$ cat config.mk
export PLATFORM = sky130hd
export DESIGN_NAME = multicycle_ctrl_flat
export DESIGN_NICKNAME = d
export VERILOG_FILES = /design/src/rtl/multicycle_ctrl_if.sv /design/src/rtl/multicycle_ctrl.sv /design/src/flat_wrapper.sv
export SDC_FILE = /design/constraint.sdc
export NUM_CORES = 1
export LEC_CHECK = 0
export CORE_AREA = 2 2 43 45
export DETAILED_ROUTE_END_ITERATION = 8
export DIE_AREA = 0 0 45 47
export GPL_TIMING_DRIVEN = 1
export PLACE_DENSITY_LB_ADDON = 0.3
export SETUP_SLACK_MARGIN = 0.1
export SYNTH_ARGS = -nofsm -noshare
export SYNTH_HDL_FRONTEND = slang
export SYNTH_SLANG_ARGS = --single-unit
export TNS_END_PERCENT = 100
$ cat constraint.sdc
create_clock -name clk -period 4.3 [get_ports clk]
set_input_delay 0.86 -clock clk [delete_from_list [all_inputs] [get_ports clk]]
set_output_delay 0.86 -clock clk [all_outputs]
set_load 0.01 [all_outputs]
$ cat src/rtl/multicycle_ctrl_if.sv
// Control bundle between the multicycle sequencer and the datapath.
// Carries the instruction fields and status that the datapath supplies, and the selects and enables it receives.
// Purely structural; there is no storage and no flow control of its own.
interface multicycle_ctrl_if;
    // datapath -> controller
    logic [6:0] op;
    logic [2:0] funct3;
    logic       funct7b5;
    logic       zero;
    logic       mem_ready;
    // controller -> datapath
    logic [1:0] immsrc;
    logic [1:0] alusrca;
    logic [1:0] alusrcb;
    logic [2:0] alucontrol;
    logic [1:0] resultsrc;
    logic       adrsrc;
    logic       irwrite;
    logic       pcwrite;
    logic       regwrite;
    logic       memwrite;
    logic       instr_done;
    logic       illegal;
    logic [3:0] state;

    // Controller side
    modport master (
        input  op, funct3, funct7b5, zero, mem_ready,
        output immsrc, alusrca, alusrcb, alucontrol, resultsrc, adrsrc,
        output irwrite, pcwrite, regwrite, memwrite, instr_done, illegal, state
    );

    // Datapath side
    modport slave (
        output op, funct3, funct7b5, zero, mem_ready,
        input  immsrc, alusrca, alusrcb, alucontrol, resultsrc, adrsrc,
        input  irwrite, pcwrite, regwrite, memwrite, instr_done, illegal, state
    );
endinterface

$ cat src/rtl/multicycle_ctrl.sv
// Multicycle X-RISC control sequencer: fetch/decode/execute/memory/writeback FSM with a trap for unsupported opcodes.
// Latency (mem_ready high): lw 5, sw 4, R/I 4, beq 3 cycles; selects and enables are combinational from the current state.
// Backpressure: FETCH, MEMREAD and MEMWRITE hold until mem_ready; write enables drop as soon as reset_n falls.
module multicycle_ctrl #(
    parameter logic [3:0] RESET_STATE = 4'd0
) (
    input  logic             clk,
    input  logic             reset_n,
    multicycle_ctrl_if.master bus
);

    typedef enum logic [3:0] {
        S_FETCH    = 4'd0,
        S_DECODE   = 4'd1,
        S_MEMADR   = 4'd2,
        S_MEMREAD  = 4'd3,
        S_MEMWB    = 4'd4,
        S_MEMWRITE = 4'd5,
        S_EXECR    = 4'd6,
        S_EXECI    = 4'd7,
        S_ALUWB    = 4'd8,
        S_BEQ      = 4'd9,
        S_TRAP     = 4'd10
    } state_t;

    typedef enum logic [1:0] {
        ALUOP_ADD = 2'b00,
        ALUOP_SUB = 2'b01,
        ALUOP_FN  = 2'b10
    } aluop_t;

    localparam logic [6:0] OP_LW   = 7'b0000011;
    localparam logic [6:0] OP_SW   = 7'b0100011;
    localparam logic [6:0] OP_R    = 7'b0110011;
    localparam logic [6:0] OP_I    = 7'b0010011;
    localparam logic [6:0] OP_BEQ  = 7'b1100011;

    localparam logic [2:0] ALU_ADD = 3'b000;
    localparam logic [2:0] ALU_SUB = 3'b001;
    localparam logic [2:0] ALU_AND = 3'b010;
    localparam logic [2:0] ALU_OR  = 3'b011;
    localparam logic [2:0] ALU_SLT = 3'b101;

    // An out-of-range reset parameter falls back to FETCH rather than an undefined encoding.
    localparam state_t RST_ST = (RESET_STATE <= 4'd10) ? state_t'(RESET_STATE) : S_FETCH;

    state_t     state_q, state_d;
    aluop_t     aluop;
    logic [1:0] alusrca_c, alusrcb_c, resultsrc_c;
    logic       adrsrc_c;
    logic       irwrite_c, pcwrite_c, regwrite_c, memwrite_c, done_c, illegal_c;
    logic [2:0] alucontrol_c;

    // State register; reset lands in FETCH immediately, without waiting for a clock.
    always_ff @(posedge clk or negedge reset_n) begin
        if (!reset_n) begin
            state_q <= RST_ST;
        end else begin
            state_q <= state_d;
        end
    end

    // Next-state and per-state selects/enables.
    always_comb begin
        state_d     = state_q;
        aluop       = ALUOP_ADD;
        alusrca_c   = 2'b00;
        alusrcb_c   = 2'b00;
        resultsrc_c = 2'b00;
        adrsrc_c    = 1'b0;
        irwrite_c   = 1'b0;
        pcwrite_c   = 1'b0;
        regwrite_c  = 1'b0;
        memwrite_c  = 1'b0;
        done_c      = 1'b0;
        illegal_c   = 1'b0;
        case (state_q)
            S_FETCH: begin
                // PC+4 computed while the instruction word is read; both latch only on the ready cycle.
                alusrcb_c   = 2'b10;
                resultsrc_c = 2'b10;
                irwrite_c   = bus.mem_ready;
                pcwrite_c   = bus.mem_ready;
                if (bus.mem_ready) state_d = S_DECODE;
            end
            S_DECODE: begin
                // Branch target OldPC+imm is precomputed here for BEQ.
                alusrca_c = 2'b01;
                alusrcb_c = 2'b01;
                case (bus.op)
                    OP_LW, OP_SW: state_d = S_MEMADR;
                    OP_R:         state_d = S_EXECR;
                    OP_I:         state_d = S_EXECI;
                    OP_BEQ:       state_d = S_BEQ;
                    default:      state_d = S_TRAP;
                endcase
            end
            S_MEMADR: begin
                alusrca_c = 2'b10;
                alusrcb_c = 2'b01;
                state_d   = (bus.op == OP_SW) ? S_MEMWRITE : S_MEMREAD;
            end
            S_MEMREAD: begin
                adrsrc_c = 1'b1;
                if (bus.mem_ready) state_d = S_MEMWB;
            end
            S_MEMWB: begin
                resultsrc_c = 2'b01;
                regwrite_c  = 1'b1;
                done_c      = 1'b1;
                state_d     = S_FETCH;
            end
            S_MEMWRITE: begin
                // Store strobe stays asserted for the whole stall; retire on the accepting cycle.
                adrsrc_c   = 1'b1;
                memwrite_c = 1'b1;
                done_c     = bus.mem_ready;
                if (bus.mem_ready) state_d = S_FETCH;
            end
            S_EXECR: begin
                alusrca_c = 2'b10;
                aluop     = ALUOP_FN;
                state_d   = S_ALUWB;
            end
            S_EXECI: begin
                alusrca_c = 2'b10;
                alusrcb_c = 2'b01;
                aluop     = ALUOP_FN;
                state_d   = S_ALUWB;
            end
            S_ALUWB: begin
                regwrite_c = 1'b1;
                done_c     = 1'b1;
                state_d    = S_FETCH;
            end
            S_BEQ: begin
                alusrca_c = 2'b10;
                aluop     = ALUOP_SUB;
                pcwrite_c = bus.zero;
                done_c    = 1'b1;
                state_d   = S_FETCH;
            end
            S_TRAP: begin
                illegal_c = 1'b1;
                state_d   = S_TRAP;
            end
            default: begin
                // Corrupted encodings are treated like an unsupported opcode.
                state_d = S_TRAP;
            end
        endcase
    end

    // ALU operation from the op class; subtract for R-type only when funct7b5 is set.
    always_comb begin
        alucontrol_c = ALU_ADD;
        case (aluop)
            ALUOP_SUB: alucontrol_c = ALU_SUB;
            ALUOP_FN: begin
                case (bus.funct3)
                    3'b000:  alucontrol_c = (bus.funct7b5 & bus.op[5]) ? ALU_SUB : ALU_ADD;
                    3'b010:  alucontrol_c = ALU_SLT;
                    3'b110:  alucontrol_c = ALU_OR;
                    3'b111:  alucontrol_c = ALU_AND;
                    default: alucontrol_c = ALU_ADD;
                endcase
            end
            default: alucontrol_c = ALU_ADD;
        endcase
    end

    // Immediate format follows the opcode in every state.
    assign bus.immsrc = (bus.op == OP_SW)  ? 2'b01 :
                        (bus.op == OP_BEQ) ? 2'b10 : 2'b00;

    assign bus.alusrca    = alusrca_c;
    assign bus.alusrcb    = alusrcb_c;
    assign bus.alucontrol = alucontrol_c;
    assign bus.resultsrc  = resultsrc_c;
    assign bus.adrsrc     = adrsrc_c;
    assign bus.state      = state_q;

    // Enables are masked by reset_n so no architectural write can leak while reset is held.
    assign bus.irwrite    = irwrite_c  & reset_n;
    assign bus.pcwrite    = pcwrite_c  & reset_n;
    assign bus.regwrite   = regwrite_c & reset_n;
    assign bus.memwrite   = memwrite_c & reset_n;
    assign bus.instr_done = done_c     & reset_n;
    assign bus.illegal    = illegal_c  & reset_n;

endmodule

$ cat src/flat_wrapper.sv
// flat-port wrapper written by rule: the top's interface ports become plain ports
module multicycle_ctrl_flat 
#(
    parameter logic [3:0] RESET_STATE = 4'd0
)
  (clk, reset_n, bus_op, bus_funct3, bus_funct7b5, bus_zero, bus_mem_ready, bus_immsrc, bus_alusrca, bus_alusrcb, bus_alucontrol, bus_resultsrc, bus_adrsrc, bus_irwrite, bus_pcwrite, bus_regwrite, bus_memwrite, bus_instr_done, bus_illegal, bus_state);
  multicycle_ctrl_if bus_i ();
  input  logic clk;
  input  logic reset_n;
  input wire logic [$bits(bus_i.op)-1:0] bus_op;
  input wire logic [$bits(bus_i.funct3)-1:0] bus_funct3;
  input wire logic [$bits(bus_i.funct7b5)-1:0] bus_funct7b5;
  input wire logic [$bits(bus_i.zero)-1:0] bus_zero;
  input wire logic [$bits(bus_i.mem_ready)-1:0] bus_mem_ready;
  output wire logic [$bits(bus_i.immsrc)-1:0] bus_immsrc;
  output wire logic [$bits(bus_i.alusrca)-1:0] bus_alusrca;
  output wire logic [$bits(bus_i.alusrcb)-1:0] bus_alusrcb;
  output wire logic [$bits(bus_i.alucontrol)-1:0] bus_alucontrol;
  output wire logic [$bits(bus_i.resultsrc)-1:0] bus_resultsrc;
  output wire logic [$bits(bus_i.adrsrc)-1:0] bus_adrsrc;
  output wire logic [$bits(bus_i.irwrite)-1:0] bus_irwrite;
  output wire logic [$bits(bus_i.pcwrite)-1:0] bus_pcwrite;
  output wire logic [$bits(bus_i.regwrite)-1:0] bus_regwrite;
  output wire logic [$bits(bus_i.memwrite)-1:0] bus_memwrite;
  output wire logic [$bits(bus_i.instr_done)-1:0] bus_instr_done;
  output wire logic [$bits(bus_i.illegal)-1:0] bus_illegal;
  output wire logic [$bits(bus_i.state)-1:0] bus_state;
  assign bus_i.op = bus_op;
  assign bus_i.funct3 = bus_funct3;
  assign bus_i.funct7b5 = bus_funct7b5;
  assign bus_i.zero = bus_zero;
  assign bus_i.mem_ready = bus_mem_ready;
  assign bus_immsrc = bus_i.immsrc;
  assign bus_alusrca = bus_i.alusrca;
  assign bus_alusrcb = bus_i.alusrcb;
  assign bus_alucontrol = bus_i.alucontrol;
  assign bus_resultsrc = bus_i.resultsrc;
  assign bus_adrsrc = bus_i.adrsrc;
  assign bus_irwrite = bus_i.irwrite;
  assign bus_pcwrite = bus_i.pcwrite;
  assign bus_regwrite = bus_i.regwrite;
  assign bus_memwrite = bus_i.memwrite;
  assign bus_instr_done = bus_i.instr_done;
  assign bus_illegal = bus_i.illegal;
  assign bus_state = bus_i.state;
  multicycle_ctrl #(.RESET_STATE(RESET_STATE)) u_core (.clk(clk), .reset_n(reset_n), .bus(bus_i));
endmodule
==> flow_metrics.tcl <==
set metrics [dict create \
    final_cell_mix "clkdlybuf4s50_1, nor2b_1, nor2_1" \
    ctsHoldBuffers 0 \
    power.leakage_nw 0.377 \
    die_x_um 45 \
    synth_top_area_share_pct 15.7 \
    num_vias 721 \
    portBuffers 36 \
    viasPerCell 5.46 \
    critical_path_class "register to output port" \
    syn_nets 99 \
    worst_pin_slew_ns 0.650 \
    ctsResizeCount 0 \
    synth_edf_count 0 \
    grt_setup_unrepaired "false" \
    grt_pass1_wl_mm 2.57 \
    vdd_drop_max_uv 90.0 \
    area_growth_pct 53.0 \
    h-tree-depth 1 \
    start_kind "register" \
    ys_ff_latch 4 \
    grt-ovfl-total 0 \
    critPathBufInv 1 \
    core_um2 1650 \
    final_antenna_net_count 0 \
    finalSetupTns_ns 0 \
    io-pin-count 37 \
    num-nets-final 134 \
    cp.required_ns 3.44 \
    netlist-cell-type-count 38 \
    groute.usage.overall_pct 17.0 \
    diodes 0 \
    synth_area_leader_cell "dfrtp_1" \
    arrival_ns 2.52 \
    drt-total-wl_mm 1.68 \
    drc 0 \
    finClkSkew_ns 0.00530 \
    cts_num_sinks 4 \
    synth_area_per_cell_um2 7.80 \
    synth_area_um2 639 \
    power_w 0.000114 \
    critPathMaxFanout 20 \
    crit_family "flip-flops" \
    hold_class "register to register" \
    finalSetupViolCount 0 \
    drv_slew 0 \
    fin_ws_ns 0.916 \
    slowest_delay_ns 0.75 \
    slowest_stage "dfrtp_1" \
    fmax_mhz 296 \
    finalHoldViolations 0 \
    placed_cell_area_um2 956 \
    path_cells "and4bb_2 -> ha_1 -> nor4_1 -> clkdlybuf4s50_1" \
    status "finished clean" \
    place_ws_ns 1.03 \
    final_common_cell "clkdlybuf4s50_1" \
    fin_crit_sh_pct 78.7 \
    powerDensity_nw_per_um2 117 \
    cts_tree "done" \
    largest_reg_flops 4 \
    period_minus_slack_ns 3.38 \
    die_h_um 47 \
    drive_gt1_share_pct 6.09 \
    clk_latency_ns 0.24 \
    postCtsSetupRepairBufs 0 \
    first_pass_iters 4 \
    gp_congestion 0.777 \
    wl_per_cell_um 12.7 \
    cts_root_buf "clkbuf_4" \
    die-area_um2 2120 \
    final_area_um2 978 \
    antenna_found_initial 0 \
    ys_seq_area_share_pct 15.7 \
    yosys_warnings 0 \
    num_rows 15 \
    fillerInstances 164 \
    grt_pass1_vias 600 \
    relSlewSlack_pct 56.7 \
    numCtsBuffers 3 \
    async_flop_share_pct 100 \
    start_util_pct 38.7 \
    synthFlopType "dfrtp_1" \
    end_kind "output port" \
    hpwlAfterDp_mm 1.25 \
    first_iter_violations 10 \
    clockBufferDepth 2 \
    clk_pin_slew_ns 0.04 \
    synthCells 82 \
    synth_area_leaders "dfrtp_1, nor2b_1, clkbuf_8" \
    grt_max_degree 23 \
    max_cap_violations 0 \
]
==> per-layer routing <==
| metal | vias to the layer above | track usage, % | part of all wire (%) |
|---|---|---|---|
| li1 | 369 | - | - |
| met1 | 323 | 21.6 | 46 |
| met2 | 27 | 26.6 | 48 |
| met3 | 2 | 3.46 | 4.3 |
| met4 | 0 | 10.6 | 1.3 |
| met5 | - | 0 | 0 |
==> cell families (layout without fill, tap and decap cells) <==
logic type	after synthesis	count (layout)	synth area share, %
compound gates	21	21	22.1
xor+xnor	1	1	1.37
fa+ha+maj	2	2	3.91
buf+inv	10	43	12.5
flops	4	4	15.7
simple gates	44	44	44.4
==> power breakdown <==
part           internal [W]  switching, W  leakage (nW)
Clock             0.0000312     0.0000153        0.0138
Combinational     0.0000180     0.0000100         0.317
Sequential        0.0000382    0.00000146        0.0455
==> worst reg2reg max path: stages (launching register included) <==
cell	delay [ns]
dfrtp_1	0.73
nor2b_1	0.17
a22o_1	0.27
a32o_1	0.25
==> cells in the mapped netlist (3+ instances only) <==
cell,count
dfrtp_1,4
nor2_1,7
clkbuf_8,4
nand2b_1,3
o21ai_0,5
nor2b_1,9
and3_1,5
inv_1,4
nand2_1,3
a21oi_1,5
==> through the flow <==
stage / utilization, % / hold WS [ns] / cells
2_1_floorplan: - / 0.564 / 82
3_3_place_gp: 57.9 / 0.789 / 129
3_5_place_dp: 57.9 / 0.809 / 129
4_1_cts: 59.2 / 0.821 / 132
5_1_grt: 59.2 / 0.884 / 132
6_report: 59.2 / 0.821 / 132
==> final cells by class <==
type / instances / area (um^2) / share of cell area (%)
multi-input combinational: 68 / 459 / 46.9
timing repair buffer: 36 / 360 / 36.8
sequential: 4 / 100 / 10.2
clock buffer: 3 / 22.5 / 2.30
tap: 17 / 21.3 / 2.17
inverter: 4 / 15.0 / 1.53
==> worst paths after layout <==
| kind | start | endpoint | slack (ns) | cells past startpoint |
|---|---|---|---|---|
| max | u_core.bus.state[2] | bus_alucontrol[2] | 0.92 | 4 |
| min | u_core.bus.state[0] | u_core.bus.state[0] | 0.82 | 1 |
| max reg2reg | u_core.bus.state[1] | u_core.bus.state[2] | 2.78 | 3 |
| min reg2reg | u_core.bus.state[0] | u_core.bus.state[0] | 0.82 | 1 |
| max in group asynchronous | reset_n | u_core.bus.state[0] | 3.13 | 1 |
| min in group asynchronous | reset_n | u_core.bus.state[3] | 0.90 | 1 |
Note: power is estimated with default switching activity, not from simulation.
